## src/rtl/ddr2_sdram_local_arbiter.sv

```systemverilog
// Two-master arbiter for the DDR2 controller local interface; in-order owner tags route write-data and read returns.
// Define DDR2_ARB_PORT0_PRIORITY_EN for strict port-0 priority (default build is round-robin).
module ddr2_sdram_local_arbiter #(
  parameter int TAG_DEPTH = 8,
  parameter int TAG_AW    = 3
) (
  input  logic         phy_clk,
  input  logic         reset_phy_clk_n,
  input  logic [45:0]  m_address,
  input  logic [1:0]   m_read_req,
  input  logic [1:0]   m_write_req,
  input  logic [127:0] m_wdata,
  input  logic [15:0]  m_be,
  output logic [1:0]   m_ready,
  output logic [1:0]   m_wdata_req,
  output logic [63:0]  m_rdata,
  output logic [1:0]   m_rdata_valid,
  output logic [22:0]  local_address,
  output logic         local_read_req,
  output logic         local_write_req,
  output logic         local_burstbegin,
  output logic         local_size,
  output logic [63:0]  local_wdata,
  output logic [7:0]   local_be,
  input  logic         local_ready,
  input  logic         local_wdata_req,
  input  logic         local_rdata_valid,
  input  logic         local_init_done,
  input  logic [63:0]  local_rdata,
  output logic         arb_error
);

  typedef enum logic [0:0] {S_IDLE = 1'b0, S_ISSUE = 1'b1} state_e;

  localparam logic [TAG_AW-1:0] PTR_ONE  = TAG_AW'(1);
  localparam logic [TAG_AW:0]   CNT_ZERO = (TAG_AW+1)'(0);
  localparam logic [TAG_AW:0]   CNT_FULL = (TAG_AW+1)'(TAG_DEPTH);

  state_e            state_q, state_d;
  logic              grant_id_q, grant_id_d;
  logic              last_grant_q, last_grant_d;
  logic              is_read_q, is_read_d;
  logic              err_q, err_d;
  logic [22:0]       addr_q, addr_d;

  logic              rf_mem_q [TAG_DEPTH];
  logic              wf_mem_q [TAG_DEPTH];
  logic [TAG_AW-1:0] rf_wp_q, rf_wp_d, rf_rp_q, rf_rp_d;
  logic [TAG_AW-1:0] wf_wp_q, wf_wp_d, wf_rp_q, wf_rp_d;
  logic [TAG_AW:0]   rf_cnt_q, rf_cnt_d, wf_cnt_q, wf_cnt_d;

  logic [1:0]        elig_s;
  logic              win_s, accept_s, both_err_s;
  logic              rf_push_s, rf_pop_s, wf_push_s, wf_pop_s;
  logic              rf_empty_s, wf_empty_s, rf_head_s, wf_head_s;

  // Per-port eligibility: a port asking for both read and write is treated as a read.
  always_comb begin
    elig_s = 2'b00;
    for (int p = 0; p < 2; p++) begin
      if (!local_init_done) elig_s[p] = 1'b0;
      else if (m_read_req[p]) elig_s[p] = (rf_cnt_q != CNT_FULL);
      else if (m_write_req[p]) elig_s[p] = (wf_cnt_q != CNT_FULL);
      else elig_s[p] = 1'b0;
    end
  end

  // Winner selection among eligible ports.
  always_comb begin
    win_s = 1'b0;
`ifdef DDR2_ARB_PORT0_PRIORITY_EN
    if (elig_s[0]) win_s = 1'b0;
    else win_s = 1'b1;
`else
    if (elig_s[0] && elig_s[1]) win_s = ~last_grant_q;
    else if (elig_s[0]) win_s = 1'b0;
    else win_s = 1'b1;
`endif
  end

  // Next-state logic for the command FSM and grant bookkeeping.
  always_comb begin
    state_d      = state_q;
    grant_id_d   = grant_id_q;
    last_grant_d = last_grant_q;
    is_read_d    = is_read_q;
    addr_d       = addr_q;
    both_err_s   = 1'b0;
    case (state_q)
      S_IDLE: begin
        if (|elig_s) begin
          state_d    = S_ISSUE;
          grant_id_d = win_s;
          is_read_d  = m_read_req[win_s];
          addr_d     = win_s ? m_address[45:23] : m_address[22:0];
          both_err_s = m_read_req[win_s] & m_write_req[win_s];
        end else begin
          state_d = S_IDLE;
        end
      end
      S_ISSUE: begin
        if (local_ready) begin
          state_d      = S_IDLE;
          last_grant_d = grant_id_q;
        end else begin
          state_d = S_ISSUE;
        end
      end
      default: state_d = S_IDLE;
    endcase
  end

  // Owner-tag FIFO pointers; strobes against an empty FIFO flag an error instead of popping.
  always_comb begin
    accept_s   = (state_q == S_ISSUE) && local_ready;
    rf_empty_s = (rf_cnt_q == CNT_ZERO);
    wf_empty_s = (wf_cnt_q == CNT_ZERO);
    rf_head_s  = rf_mem_q[rf_rp_q];
    wf_head_s  = wf_mem_q[wf_rp_q];
    rf_push_s  = accept_s & is_read_q;
    wf_push_s  = accept_s & ~is_read_q;
    rf_pop_s   = local_rdata_valid & ~rf_empty_s;
    wf_pop_s   = local_wdata_req & ~wf_empty_s;
    rf_wp_d    = rf_push_s ? rf_wp_q + PTR_ONE : rf_wp_q;
    wf_wp_d    = wf_push_s ? wf_wp_q + PTR_ONE : wf_wp_q;
    rf_rp_d    = rf_pop_s ? rf_rp_q + PTR_ONE : rf_rp_q;
    wf_rp_d    = wf_pop_s ? wf_rp_q + PTR_ONE : wf_rp_q;
    rf_cnt_d   = rf_cnt_q + (TAG_AW+1)'(rf_push_s) - (TAG_AW+1)'(rf_pop_s);
    wf_cnt_d   = wf_cnt_q + (TAG_AW+1)'(wf_push_s) - (TAG_AW+1)'(wf_pop_s);
    err_d      = err_q | both_err_s | (local_rdata_valid & rf_empty_s) | (local_wdata_req & wf_empty_s);
  end

  // Output decode from registered state and the tag FIFO heads.
  always_comb begin
    local_read_req   = 1'b0;
    local_write_req  = 1'b0;
    local_burstbegin = 1'b0;
    if (state_q == S_ISSUE) begin
      local_read_req   = is_read_q;
      local_write_req  = ~is_read_q;
      local_burstbegin = 1'b1;
    end else begin
      local_burstbegin = 1'b0;
    end
    local_address = addr_q;
    local_size    = 1'b1;
    arb_error     = err_q;
    m_ready       = accept_s ? (grant_id_q ? 2'b10 : 2'b01) : 2'b00;
    m_rdata       = local_rdata;
    m_rdata_valid = rf_pop_s ? (rf_head_s ? 2'b10 : 2'b01) : 2'b00;
    m_wdata_req   = wf_pop_s ? (wf_head_s ? 2'b10 : 2'b01) : 2'b00;
    if (wf_empty_s) begin
      local_wdata = 64'h0;
      local_be    = 8'h00;
    end else begin
      local_wdata = wf_head_s ? m_wdata[127:64] : m_wdata[63:0];
      local_be    = wf_head_s ? m_be[15:8] : m_be[7:0];
    end
  end

  // State and pointer registers; last_grant resets to 1 so port 0 wins first.
  always_ff @(posedge phy_clk) begin
    if (!reset_phy_clk_n) begin
      state_q      <= S_IDLE;
      grant_id_q   <= 1'b0;
      last_grant_q <= 1'b1;
      is_read_q    <= 1'b0;
      err_q        <= 1'b0;
      addr_q       <= 23'h0;
      rf_wp_q      <= PTR_ONE - PTR_ONE;
      rf_rp_q      <= PTR_ONE - PTR_ONE;
      wf_wp_q      <= PTR_ONE - PTR_ONE;
      wf_rp_q      <= PTR_ONE - PTR_ONE;
      rf_cnt_q     <= CNT_ZERO;
      wf_cnt_q     <= CNT_ZERO;
    end else begin
      state_q      <= state_d;
      grant_id_q   <= grant_id_d;
      last_grant_q <= last_grant_d;
      is_read_q    <= is_read_d;
      err_q        <= err_d;
      addr_q       <= addr_d;
      rf_wp_q      <= rf_wp_d;
      rf_rp_q      <= rf_rp_d;
      wf_wp_q      <= wf_wp_d;
      wf_rp_q      <= wf_rp_d;
      rf_cnt_q     <= rf_cnt_d;
      wf_cnt_q     <= wf_cnt_d;
    end
  end

  // Tag storage; contents are don't-care until pointed to, so no reset.
  always_ff @(posedge phy_clk) begin
    if (rf_push_s) rf_mem_q[rf_wp_q] <= grant_id_q;
    if (wf_push_s) wf_mem_q[wf_wp_q] <= grant_id_q;
  end

endmodule
```

## config.mk

```make
export PLATFORM = sky130hd
export DESIGN_NAME = ddr2_sdram_local_arbiter
export DESIGN_NICKNAME = d
export VERILOG_FILES = /design/src/rtl/ddr2_sdram_local_arbiter.sv
export SDC_FILE = /design/constraint.sdc
export NUM_CORES = 1
export LEC_CHECK = 0
export CORE_AREA = 4 4 164 166
export CTS_BUF_LIST = sky130_fd_sc_hd__clkbuf_2 sky130_fd_sc_hd__clkbuf_4 sky130_fd_sc_hd__clkbuf_8
export CTS_CLUSTER_SIZE = 10
export DETAILED_ROUTE_END_ITERATION = 10
export DIE_AREA = 0 0 168 170
export PLACE_DENSITY = 0.57
export REMOVE_ABC_BUFFERS = 1
export SETUP_SLACK_MARGIN = 0.05
export SLEW_MARGIN = 20
export SYNTH_ARGS = -nofsm -noshare
export SYNTH_HDL_FRONTEND = slang
export SYNTH_SLANG_ARGS = --single-unit
```

## constraint.sdc

```tcl
create_clock -name phy_clk -period 2.7 [get_ports phy_clk]
set_input_delay 0.27 -clock phy_clk [delete_from_list [all_inputs] [get_ports phy_clk]]
set_output_delay 0.27 -clock phy_clk [all_outputs]
set_load 0.005 [all_outputs]
```

==> impl_metrics.env <==
export IMPL_status="finished clean"
export IMPL_ir_worst_vdd_mv=0.403
export IMPL_synth_main_ff_cell="dfxtp_1"
export IMPL_cp_end_kind="primary output"
export IMPL_timing_rr_start="wf_cnt_q[2]$_SDFF_PN0_"
export IMPL_finalHoldViolCount=0
export IMPL_die_y_um=170
export IMPL_powerDensity_nw_per_um2=780
export IMPL_min_period_over_period_pct=99.4
export IMPL_rows=59
export IMPL_htree_levels=3
export IMPL_nets=1148
export IMPL_numPortBuffers=304
export IMPL_cts_sinks=70
export IMPL_cts_root_buf="clkbuf_8"
export IMPL_cts_tree="done"
export IMPL_path_clk_slew_ps=80
export IMPL_rr_endpoint="local_address[3]$_SDFFE_PN0P_"
export IMPL_syn_area_um2=4740
export IMPL_drt_iter0_drc=259
export IMPL_drc=0
export IMPL_coreArea_um2=25600
export IMPL_finalClockSkew_ps=19.1
export IMPL_synth_edff_count=16
export IMPL_postLayoutCoreUtil_pct=31.4
export IMPL_hp_class="reg2reg"
export IMPL_routed_via_count=5315
export IMPL_yosysSeqAreaShare_pct=32.9
export IMPL_ys_ff_latch=70
export IMPL_cp_arrival_ps=2410
export IMPL_timing_max_cap_violations=0
export IMPL_die_w_um=168
export IMPL_viasPerCell=4.39
export IMPL_setup_ws_ps=15.9
export IMPL_cts_made_buffers=9
export IMPL_syn_mean_instance_area_um2=7.68
export IMPL_leakagePower_nw=3.49
export IMPL_drt_wl_total_mm=28.1
export IMPL_grt_pass1_wl_mm=38.2
export IMPL_holdPathStages=2
export IMPL_reg2reg_slack_ps=370
export IMPL_grtUsageTotal_pct=18.6
export IMPL_grt_ovfl_total=0
export IMPL_layout_drive_gt1_share_pct=12.6
export IMPL_ys_warn_count=0
export IMPL_synthCells=618
export IMPL_gp_congestion=0.865
export IMPL_area_growth_pct=69.7
export IMPL_worstHoldStart="last_grant_q$_SDFFE_PN1P_"
export IMPL_crit_end="local_wdata[38]"
export IMPL_cp_required_ps=2430
export IMPL_hold_buffers=0
export IMPL_firstDrtPassIters=4
export IMPL_worstSetupPathType="reg2out"
export IMPL_die_area_um2=28600
export IMPL_grt_max_degree=74
export IMPL_worstPathMaxFanout=14
export IMPL_antenna_found_initial=25
export IMPL_place_detailed_hpwl_mm=22.7
export IMPL_total_power_w=0.00628
export IMPL_rr_worst_depth=8
export IMPL_start_util_pct=18.5
export IMPL_synth_cell_types=45
export IMPL_fin_crit_ps=2680
export IMPL_rsz0062_at_grt="yes"
export IMPL_cts_buffer_depth=2
export IMPL_preCtsSetupSlack_ps=119
export IMPL_start_kind="flop"
export IMPL_drv_slew=0
export IMPL_grt_pass1_vias=5372
export IMPL_fmax_mhz=373
export IMPL_setup_viol=0
export IMPL_antenna_left=0
export IMPL_insertion_delay_ps=350
export IMPL_async_reset_ff_share_pct=0
export IMPL_ioPinCount=434
export IMPL_routedWlPerCell_um=23.2
export IMPL_crit_start="wf_mem_q[7]$_DFFE_PP_"
registers in the layout, indices dropped and copies added, names as in the netlist, 3 cells and up, named ones only:
register / cells
rf_rp_q: 3
local_address: 23
wf_rp_q: 3
wf_wp_q: 3
wf_mem_q: 8
rf_cnt_q: 4
rf_wp_q: 3
rf_mem_q: 8
wf_cnt_q: 4
through the flow:
step | std cells | cell area (um^2) | hold WS (ps) | TNS (ps)
floorplan | 516 | 4060 | 356 | -152500
global placement | 1171 | 7730 | 482 | 0
detailed placement | 1171 | 7730 | 484 | 0
CTS | 1201 | 8010 | 497 | -2960
global route | 1206 | 8040 | 519 | -1150
finish | 1210 | 8050 | 494 | 0
Yosys cell counts, types with 2 or more instances:
cell type / number / share of area [%]
a21boi_0: 5 / 0.79
a21o_1: 2 / 0.32
a21oi_1: 99 / 10
a31oi_1: 3 / 0.40
and2_1: 13 / 1.7
buf_12: 2 / 0.84
buf_2: 18 / 1.9
buf_4: 65 / 10
clkbuf_1: 16 / 1.3
dfxtp_1: 54 / 23
edfxtp_1: 16 / 10
fa_1: 2 / 0.84
ha_1: 16 / 4.2
inv_1: 16 / 1.3
mux2i_1: 26 / 5.5
mux4_2: 4 / 1.9
nand2_1: 165 / 13
nand2b_1: 4 / 0.53
nand3_1: 4 / 0.42
nand4_1: 2 / 0.26
nor2_1: 21 / 1.7
nor2b_1: 6 / 0.79
nor3_1: 4 / 0.42
o21ai_1: 26 / 2.7
xnor2_1: 7 / 1.3
xor2_1: 3 / 0.55
routing by layer:
layer	GRT usage [%]	wire (um)
met5	4.52	425
met4	1.76	185
met3	19.4	6290
met2	23.5	9840
met1	22.1	11300
how the worst min path moves through the flow:
stage,to
CTS,last_grant_q$_SDFFE_PN1P_
global placement,last_grant_q$_SDFFE_PN1P_
finish,last_grant_q$_SDFFE_PN1P_
global route,arb_error$_SDFF_PN0_
detailed placement,last_grant_q$_SDFFE_PN1P_
floorplan,last_grant_q$_SDFFE_PN1P_
layout by cell type, fill, tap and decap left out, drive strengths merged, types with 2 or more instances in the layout:
cell	netlist	final
clkdlybuf4s50	0	230
nand2	165	165
a21oi	100	100
buf	86	61
dfxtp	54	54
mux2i	27	27
o21ai	26	26
clkbuf	16	24
nor2	21	21
inv	16	20
dlymetal6s2s	0	19
ha	16	16
edfxtp	16	16
and2	13	13
dlygate4sd2	0	10
xnor2	7	7
nor2b	6	6
a21boi	5	5
diode	0	4
mux4	4	4
nand3	4	4
nor3	4	4
nand2b	4	4
clkdlybuf4s15	0	4
a31oi	3	3
xor2	3	3
nand4	2	2
a21o	2	2
fa	2	2
clkinvlp	0	2
or4b	2	2
final cells by class:
type / count / area (um^2)
Clock buffer: 9 / 124
Timing Repair Buffer: 339 / 3330
Antenna cell: 4 / 10.0
Sequential cell: 70 / 1560
Inverter: 16 / 60.1
Tap cell: 335 / 419
Fill cell: 2752 / 17600
Clock inverter: 7 / 61.3
Multi-Input combinational cell: 430 / 2480
kinds of logic (layout without fill, tap and decap cells):
logic type / after synthesis / count (layout) / synth area share (%)
muxes: 32 / 32 / 7.91
AOI/OAI and AO/OA: 140 / 140 / 15.7
adders and majority gates: 18 / 18 / 5.06
buffers and inverters: 118 / 371 / 15.8
and+or+nand+nor: 229 / 229 / 20.7
DFF: 70 / 70 / 32.9
other: 1 / 5 / 0.0790
xor gates and xnor gates: 10 / 10 / 1.85
power by group:
part,internal (W),switching [W]
registers,0.00128,0.000149
logic,0.00208,0.00195
clock network,0.000352,0.000473
worst max-delay path: stages (launching register included):
cell and delay [ps]:
edfxtp_1 390, mux4_2 520, mux2i_4 230, buf_6 140, buf_12 120, buf_6 100
buf_12 120, nand2_1 60, a21oi_1 140, dlygate4sd2_1 260
timing repair:
item / CTS / global route
pin swaps: 1 / 0
resized for setup: 117 / 88
cloned: 4 / 0
setup buffers: 10 / 5
endpoints found under the setup margin: 73 / 67
(Power assumes the default switching activity.)
